[src/rtl/modbus_pkg.sv]
// Shared Modbus definitions for the holding-register bank.
//   MB_DW / MB_AW      : Modbus data and address widths.
//   OFS_*              : housekeeping register offsets, relative to BASE_ADDR+N_REGS.
//   mb_sel_e/mb_decode : classify an address offset (already relative to BASE_ADDR).
package modbus_pkg;

  localparam int unsigned MB_DW = 16;
  localparam int unsigned MB_AW = 16;

  localparam int unsigned OFS_STATUS = 0;
  localparam int unsigned OFS_SEC_LO = 1;
  localparam int unsigned OFS_SEC_HI = 2;

  typedef enum logic [2:0] {
    SEL_NONE,
    SEL_DATA,
    SEL_STATUS,
    SEL_SEC_LO,
    SEL_SEC_HI
  } mb_sel_e;

  function automatic mb_sel_e mb_decode(input logic [MB_AW-1:0] ofs,
                                        input int unsigned      n_regs);
    logic [MB_AW-1:0] n;
    n = MB_AW'(n_regs);
    if (ofs < n)                             return SEL_DATA;
    else if (ofs == n + MB_AW'(OFS_STATUS))  return SEL_STATUS;
    else if (ofs == n + MB_AW'(OFS_SEC_LO))  return SEL_SEC_LO;
    else if (ofs == n + MB_AW'(OFS_SEC_HI))  return SEL_SEC_HI;
    else                                     return SEL_NONE;
  endfunction

endpackage

[src/rtl/modbus_holding_bank_if.sv]
// Read/write register port between modbus_slave and a holding-register bank.
//   iAddrRd : read address           oDataRd : read data (combinational)
//   oHit    : read address in map    iAddrWr / iDataWr / iWrEn : write port
// master = slave-protocol engine side, slave = register bank side.
interface modbus_holding_bank_if;
  import modbus_pkg::*;

  logic [MB_AW-1:0] iAddrRd;
  logic [MB_DW-1:0] oDataRd;
  logic             oHit;
  logic [MB_AW-1:0] iAddrWr;
  logic [MB_DW-1:0] iDataWr;
  logic             iWrEn;

  modport master (
    output iAddrRd, iAddrWr, iDataWr, iWrEn,
    input  oDataRd, oHit
  );

  modport slave (
    input  iAddrRd, iAddrWr, iDataWr, iWrEn,
    output oDataRd, oHit
  );
endinterface

[src/rtl/mb_sec_counter.sv]
// Uptime seconds counter with prescaler and half-word load.
//   clk, rst          : clock, asynchronous active-high reset
//   iLdLo / iLdHi     : load iLdData into oSeconds[15:0] / [31:16]; restarts the prescaler
//   iLdData           : load value
//   oSeconds          : 32-bit seconds count (wraps)
//   oSecPulse         : one-cycle pulse on each increment
//   oBlink            : toggles on each increment
module mb_sec_counter
  import modbus_pkg::*;
#(
  parameter int unsigned TICKS_PER_SEC = 10_000_000
) (
  input  logic             clk,
  input  logic             rst,
  input  logic             iLdLo,
  input  logic             iLdHi,
  input  logic [MB_DW-1:0] iLdData,
  output logic [31:0]      oSeconds,
  output logic             oSecPulse,
  output logic             oBlink
);

  if (TICKS_PER_SEC < 2) begin : g_bad_tps
    $error("mb_sec_counter: TICKS_PER_SEC must be >= 2");
  end

  localparam logic [31:0] TICK_TERM = 32'(TICKS_PER_SEC - 1);

  logic [31:0] tick_q, tick_d;
  logic [31:0] sec_q, sec_d;
  logic        pulse_q, pulse_d;
  logic        blink_q, blink_d;

  // A load owns the cycle: the prescaler restarts and no increment occurs.
  always_comb begin : p_next
    tick_d  = tick_q + 32'd1;
    sec_d   = sec_q;
    pulse_d = 1'b0;
    blink_d = blink_q;
    if (iLdLo || iLdHi) begin
      tick_d = '0;
      if (iLdLo) sec_d[15:0]  = iLdData;
      if (iLdHi) sec_d[31:16] = iLdData;
    end else if (tick_q == TICK_TERM) begin
      tick_d  = '0;
      sec_d   = sec_q + 32'd1;
      pulse_d = 1'b1;
      blink_d = ~blink_q;
    end
  end

  always_ff @(posedge clk or posedge rst) begin : p_regs
    if (rst) begin
      tick_q  <= '0;
      sec_q   <= '0;
      pulse_q <= 1'b0;
      blink_q <= 1'b0;
    end else begin
      tick_q  <= tick_d;
      sec_q   <= sec_d;
      pulse_q <= pulse_d;
      blink_q <= blink_d;
    end
  end

  assign oSeconds  = sec_q;
  assign oSecPulse = pulse_q;
  assign oBlink    = blink_q;

endmodule

[src/rtl/modbus_holding_bank.sv]
// Parametrised bank of Modbus holding registers plus housekeeping registers.
// Map relative to BASE_ADDR: +i data register i, +N_REGS STATUS (sticky
// written-since-clear flags, write-1-to-clear), +N_REGS+1 SEC_LO, +N_REGS+2 SEC_HI.
//   clk, rst  : clock, asynchronous active-high reset
//   bus       : read/write port (slave modport); oDataRd/oHit are combinational
//   iRoData   : live values for read-only registers (RO_MASK bits set)
//   oRegs     : register contents (RO slices mirror iRoData)
//   oWrStb    : per-register one-cycle write pulse
//   oSeconds, oSecPulse, oBlink : uptime counter outputs
module modbus_holding_bank
  import modbus_pkg::*;
#(
  parameter int unsigned              N_REGS        = 4,
  parameter logic [MB_AW-1:0]         BASE_ADDR     = 16'h0002,
  parameter logic [N_REGS*MB_DW-1:0]  RESET_VALS    = '0,
  parameter logic [N_REGS-1:0]        RO_MASK       = '0,
  parameter int unsigned              TICKS_PER_SEC = 10_000_000
) (
  input  logic                      clk,
  input  logic                      rst,
  modbus_holding_bank_if.slave      bus,
  input  logic [N_REGS*MB_DW-1:0]   iRoData,
  output logic [N_REGS*MB_DW-1:0]   oRegs,
  output logic [N_REGS-1:0]         oWrStb,
  output logic [31:0]               oSeconds,
  output logic                      oSecPulse,
  output logic                      oBlink
);

  if (N_REGS < 1 || N_REGS > 16) begin : g_bad_n
    $error("modbus_holding_bank: N_REGS must be 1..16");
  end
  if (32'(BASE_ADDR) + 32'(N_REGS) + 32'(OFS_SEC_HI) > 32'hFFFF) begin : g_bad_map
    $error("modbus_holding_bank: address map crosses 16'hFFFF");
  end

  logic [N_REGS-1:0][MB_DW-1:0] regs_q, regs_d;
  logic [N_REGS-1:0][MB_DW-1:0] reg_view;
  logic [N_REGS-1:0]            status_q, status_d;
  logic [N_REGS-1:0]            wr_stb_q, wr_stb_d;
  logic [15:0]                  shadow_hi_q, shadow_hi_d;

  logic [MB_AW-1:0] rd_ofs, wr_ofs;
  mb_sel_e          rd_sel, wr_sel;
  logic [MB_DW-1:0] data_rd;
  logic             ld_lo, ld_hi;
  logic [31:0]      seconds;

  always_comb begin : p_decode
    rd_ofs = bus.iAddrRd - BASE_ADDR;
    wr_ofs = bus.iAddrWr - BASE_ADDR;
    rd_sel = mb_decode(rd_ofs, N_REGS);
    wr_sel = mb_decode(wr_ofs, N_REGS);
  end

  always_comb begin : p_view
    for (int unsigned i = 0; i < N_REGS; i++) begin
      reg_view[i] = RO_MASK[i] ? iRoData[i*MB_DW +: MB_DW] : regs_q[i];
    end
  end

  always_comb begin : p_write
    regs_d   = regs_q;
    status_d = status_q;
    wr_stb_d = '0;
    ld_lo    = 1'b0;
    ld_hi    = 1'b0;
    if (bus.iWrEn) begin
      case (wr_sel)
        SEL_STATUS: status_d = status_q & ~bus.iDataWr[N_REGS-1:0];
        SEL_SEC_LO: ld_lo = 1'b1;
        SEL_SEC_HI: ld_hi = 1'b1;
        SEL_DATA: begin
          for (int unsigned i = 0; i < N_REGS; i++) begin
            if (wr_ofs == MB_AW'(i) && !RO_MASK[i]) begin
              regs_d[i]   = bus.iDataWr;
              wr_stb_d[i] = 1'b1;
            end
          end
        end
        default: ;
      endcase
    end
    // Set is applied after clear so a coincident set wins.
    status_d = status_d | wr_stb_d;
  end

  // Capturing the high half while SEC_LO is addressed makes an ascending
  // LO-then-HI read coherent even if the counter carries in between.
  always_comb begin : p_shadow
    shadow_hi_d = shadow_hi_q;
    if (rd_sel == SEL_SEC_LO) shadow_hi_d = seconds[31:16];
  end

  always_comb begin : p_read
    data_rd = '0;
    case (rd_sel)
      SEL_DATA: begin
        for (int unsigned i = 0; i < N_REGS; i++) begin
          if (rd_ofs == MB_AW'(i)) data_rd = reg_view[i];
        end
      end
      SEL_STATUS: data_rd[N_REGS-1:0] = status_q;
      SEL_SEC_LO: data_rd = seconds[15:0];
      SEL_SEC_HI: data_rd = shadow_hi_q;
      default:    data_rd = '0;
    endcase
  end

  always_ff @(posedge clk or posedge rst) begin : p_regs
    if (rst) begin
      regs_q      <= RESET_VALS;
      status_q    <= '0;
      wr_stb_q    <= '0;
      shadow_hi_q <= '0;
    end else begin
      regs_q      <= regs_d;
      status_q    <= status_d;
      wr_stb_q    <= wr_stb_d;
      shadow_hi_q <= shadow_hi_d;
    end
  end

  mb_sec_counter #(
    .TICKS_PER_SEC(TICKS_PER_SEC)
  ) u_sec (
    .clk       (clk),
    .rst       (rst),
    .iLdLo     (ld_lo),
    .iLdHi     (ld_hi),
    .iLdData   (bus.iDataWr),
    .oSeconds  (seconds),
    .oSecPulse (oSecPulse),
    .oBlink    (oBlink)
  );

  assign bus.oDataRd = data_rd;
  assign bus.oHit    = (rd_sel != SEL_NONE);
  assign oRegs       = reg_view;
  assign oWrStb      = wr_stb_q;
  assign oSeconds    = seconds;

endmodule

[src/flat_wrapper.sv]
// flat-port wrapper written by rule: the top's interface ports become plain ports
module modbus_holding_bank_flat import modbus_pkg::*;
#(
  parameter int unsigned              N_REGS        = 4,
  parameter logic [MB_AW-1:0]         BASE_ADDR     = 16'h0002,
  parameter logic [N_REGS*MB_DW-1:0]  RESET_VALS    = '0,
  parameter logic [N_REGS-1:0]        RO_MASK       = '0,
  parameter int unsigned              TICKS_PER_SEC = 10_000_000
)
  (clk, rst, iRoData, oRegs, oWrStb, oSeconds, oSecPulse, oBlink, bus_iAddrRd, bus_iAddrWr, bus_iDataWr, bus_iWrEn, bus_oDataRd, bus_oHit);
  modbus_holding_bank_if bus_i ();
  input  logic clk;
  input  logic rst;
  input  logic [N_REGS*MB_DW-1:0] iRoData;
  output logic [N_REGS*MB_DW-1:0] oRegs;
  output logic [N_REGS-1:0] oWrStb;
  output logic [31:0] oSeconds;
  output logic oSecPulse;
  output logic oBlink;
  input wire logic [$bits(bus_i.iAddrRd)-1:0] bus_iAddrRd;
  input wire logic [$bits(bus_i.iAddrWr)-1:0] bus_iAddrWr;
  input wire logic [$bits(bus_i.iDataWr)-1:0] bus_iDataWr;
  input wire logic [$bits(bus_i.iWrEn)-1:0] bus_iWrEn;
  output wire logic [$bits(bus_i.oDataRd)-1:0] bus_oDataRd;
  output wire logic [$bits(bus_i.oHit)-1:0] bus_oHit;
  assign bus_i.iAddrRd = bus_iAddrRd;
  assign bus_i.iAddrWr = bus_iAddrWr;
  assign bus_i.iDataWr = bus_iDataWr;
  assign bus_i.iWrEn = bus_iWrEn;
  assign bus_oDataRd = bus_i.oDataRd;
  assign bus_oHit = bus_i.oHit;
  modbus_holding_bank #(.N_REGS(N_REGS), .BASE_ADDR(BASE_ADDR), .RESET_VALS(RESET_VALS), .RO_MASK(RO_MASK), .TICKS_PER_SEC(TICKS_PER_SEC)) u_core (.clk(clk), .rst(rst), .bus(bus_i), .iRoData(iRoData), .oRegs(oRegs), .oWrStb(oWrStb), .oSeconds(oSeconds), .oSecPulse(oSecPulse), .oBlink(oBlink));
endmodule
[config.mk]
export PLATFORM = sky130hd
export DESIGN_NAME = modbus_holding_bank_flat
export DESIGN_NICKNAME = d
export VERILOG_FILES = /design/src/rtl/modbus_pkg.sv /design/src/rtl/modbus_holding_bank_if.sv /design/src/rtl/mb_sec_counter.sv /design/src/rtl/modbus_holding_bank.sv /design/src/flat_wrapper.sv
export SDC_FILE = /design/constraint.sdc
export NUM_CORES = 1
export LEC_CHECK = 0
export CAP_MARGIN = 15
export CELL_PAD_IN_SITES_DETAIL_PLACEMENT = 1
export CELL_PAD_IN_SITES_GLOBAL_PLACEMENT = 1
export CORE_MARGIN = 8
export CORE_UTILIZATION = 40
export CTS_CLUSTER_DIAMETER = 30
export CTS_CLUSTER_SIZE = 16
export DETAILED_ROUTE_END_ITERATION = 6
export GPL_TIMING_DRIVEN = 0
export PLACE_DENSITY_LB_ADDON = 0.1
export RECOVER_POWER = 100
export SETUP_SLACK_MARGIN = 0.2
export SLEW_MARGIN = 15
export SYNTH_ARGS = -nofsm -noshare
export SYNTH_HDL_FRONTEND = slang
export SYNTH_SLANG_ARGS = --single-unit
[constraint.sdc]
create_clock -name clk -period 8.4 [get_ports clk]
set_input_delay 1.26 -clock clk [delete_from_list [all_inputs] [get_ports clk]]
set_output_delay 1.26 -clock clk [all_outputs]
set_load 0.005 [all_outputs]
==> metrics.md <==
| Metric | Value |
|---|---|
| Status | finished with violations |
| Violations in the final reports | max-capacitance violations, max-slew violations |
| DR iter-0 viols | 413 |
| Routed vias/inst | ~6 |
| Number of global-route vias before repair | 7967 |
| Post-layout util | 53.1% |
| Worst skew pair latency | 0.44 ns |
| Synth warn | 0 |
| Initial Util | about two fifths |
| Post-synth cell types | 58 |
| Die Wd | around 160 um |
| Top FF cell, synth | dfrtp_1 |
| Switching Share | 26.4% |
| Logic pwr share | 6.4% |
| Avg Synthesized Cell Area | 10.4 um2 |
| DR pass1 iterations | 4 |
| Hold Crit Class | reg -> reg |
| Core ar. | around 21000 um2 |
| Yosys top cell area share | 45.7% |
| Skew final | 0.0136 ns |
| Root Driver | clkbuf_16 |
| FFs w/ async S/R, synth | 100% |
| Max Buffers Root-to-Sink | 2 |
| Hold_buf cts | 0 |
| Num rows | 53 |
| Via Count | approximately 7700 |
| Antenna Cells | 0 |
| Fmax | roughly 130 MHz |
| Final setup viols | 0 |
| Worst rel slew slack | -138% |
| Flop pwr share | 45.1% |
| Pwr/cell area | 154 nW/um2 |
| P_sw | between 0.4 and 0.5 mW |
| Number of synthesized register bits | 154 |
| Initial antenna violation count | 0 |
| Minimum clock period | 7.64 ns |
| Cell Int Power | 1.25 mW |
| GPL Wtd Cong | 0.878 |
| P_leak | 5.13 nW |
| Dpl cells | 1258 |
| Clock Pin Slew Worst Setup and Hold Paths | around 0.060 ns |
| Critical path class | in -> out |
| Crit path required time | between 7 and 8 ns |
| Area Overhead vs Synth | 31.2% |
| Clock sink count | roughly 150 |
| Post-route setup TNS | 0 ns |
| Wirelength, routed | 31200 um |
| Worst-Margin Slew | 3.57 ns |
| Crit. End Element | primary output |
| Mapped Nets | 930 |
| Max-Cap Viols | 2 |
| Global route total overflow | 0 |
| Crit start category | primary input |
| Die height | roughly 160 um |
| Htree depth | 4 |
| Final-stage net count | ~1100 |
| RSZ-0062 raised after global routing | false |
| Port Buffers | between 150 and 200 |
| Clock network fraction of design power | between 40% and 50% |
| Layout cells sized above 1 | a little over an eighth |
| Worst-path maximum fanout | 10 |
| First-pass GRT wire length | between 40000 and 50000 um |
| DR WL/cell | 24.2 um |
| Setup bufs post-CTS | 0 |
| CTS Buf Count | 17 |
| Mapped Cells | 811 |
| Top cells by area, synth | dfrtp_1, mux2_2, mux4_2, nor2_1, nand2_1 |
| Yosys top cell by area | dfrtp_1 |
| Die ar. | 26000 um2 |
| Antenna Nets Post-Route | 0 |
| DRC errors left | 0 |
| Most common cell after layout, fill and taps aside | dfrtp_1 |
| Top-Level Pins | 234 |
| Final Hold Vio Count | 0 |
| Most frequent cells in the layout | dfrtp_1, dlygate4sd3_1, nor2_1 |
| PostCTS Resize Cnt | 0 |
| Cell Count, Final, Fillers Out | approximately 1300 |
| Seq/Total Area, Yosys | 45.7% |
| Dpl hpwl | between 20000 and 25000 um |
| TritonCTS clock tree | yes |
| Syn Std Cell Area | roughly 8400 um2 |
| Crit path DAT | approximately 6.4 ns |
| Final Cycle Share | 90.9% |
| Pins over their slew limit | 157 |
| Power Total | between 1.5 and 2 mW |
| GRT Util Overall | 23.9% |
| Number of synthesized flops with an enable pin | 0 |
| Largest net degree at the start of global routing | 80 |
| Worst vdd rail ir drop | 0.128 mV |
## final timing paths
check	cells after the start	endpoint	slack (ns)	from
max	12	bus_oDataRd[4]	0.76	bus_iAddrRd[1]
min	1	u_core.status_q[1]	0.48	u_core.status_q[1]
max reg2reg	8	u_core.u_sec.oSeconds[26]	5.22	u_core.u_sec.tick_q[21]
min reg2reg	1	u_core.status_q[1]	0.48	u_core.status_q[1]
max in group asynchronous	3	u_core.u_sec.tick_q[1]	1.53	rst
min in group asynchronous	2	u_core.oRegs[14]	2.24	rst
## critical path, cell delays in order
cell and delay (ns):
dlygate4sd3_1 0.57, clkbuf_1 0.73, inv_1 0.35, ha_1 0.35
nor3_1 0.18, o2111ai_1 0.13, nor2_1 0.62, nor4b_1 0.29
clkbuf_1 0.49, clkbuf_1 0.53, a221o_1 0.28, dlygate4sd3_1 0.57
## cell usage after synthesis, types with 14 or more instances
cell / number
and3_1: 29
nand3_1: 37
nor2_1: 69
nor3_1: 25
a21oi_1: 34
a21o_1: 14
mux2_2: 72
xor2_1: 22
nor4_1: 15
inv_1: 17
nand2_1: 57
dfrtp_1: 154
clkbuf_1: 30
mux4_2: 16
o21ai_0: 28
a31oi_1: 22
## registers in the layout, indices dropped and copies added (netlist names)
name	count
u_core.u_sec.oSeconds	32
u_core.status_q	4
u_core.u_sec.tick_q	32
u_core.shadow_hi_q	16
u_core.oRegs	64
u_core.oWrStb	4
u_core.u_sec.oBlink	1
u_core.u_sec.oSecPulse	1
## power groups by stage
stage / clock network [mW] / logic (mW) / registers [mW]
final: 0.827 / 0.109 / 0.767
after global routing: 0.869 / 0.119 / 0.769
after CTS: 0.841 / 0.112 / 0.766
after detailed placement: 0 / 0.112 / 0.780
after global placement: 0 / 0.107 / 0.781
after floorplan: 0 / 0.0541 / 0.777
## cells by family (layout without fill, tap and decap cells)
group                    Yosys count  after routing  synth area share [%]
AND/OR/NAND/NOR                  304            304                  18.6
flip-flops                       154            154                  45.7
AO/OA/AOI/OAI                    153            153                  12.1
multiplexers                     106            106                  16.6
buffers and inverters             56            260                  2.85
XOR/XNOR                          34             34                  3.53
adder cells (fa/ha/maj)            4              4                 0.594
## area by class of cell
cell class | instances | area [um2]
fill | 2295 | 9770
sequential | 154 | 3850
buffer | 39 | 148
timing repair buffer | 172 | 1720
tap | 275 | 344
multi-input combinational | 601 | 4300
inverter | 17 | 65.1
clock buffer | 17 | 425
clock inverter | 15 | 203
## stage by stage
step	cell area (um2)	hold slack [ns]	setup slack, ns
2_1_floorplan	8430	0.449	2.99
3_3_place_gp	10500	0.458	0.598
3_5_place_dp	10500	0.466	0.889
4_1_cts	11100	0.481	0.872
5_1_grt	11100	0.497	0.286
6_report	11100	0.479	0.762
## per-layer routing
metal | vias to the layer above | GRT usage [%] | wire length (um)
li1 | 3422 | - | -
met1 | 3956 | 31.6 | 13600
met2 | 246 | 38.3 | 15000
met3 | 46 | 4.96 | 1710
met4 | 0 | 8.63 | 908
met5 | - | 0 | 0
Note: power is estimated with default switching activity, not from simulation.
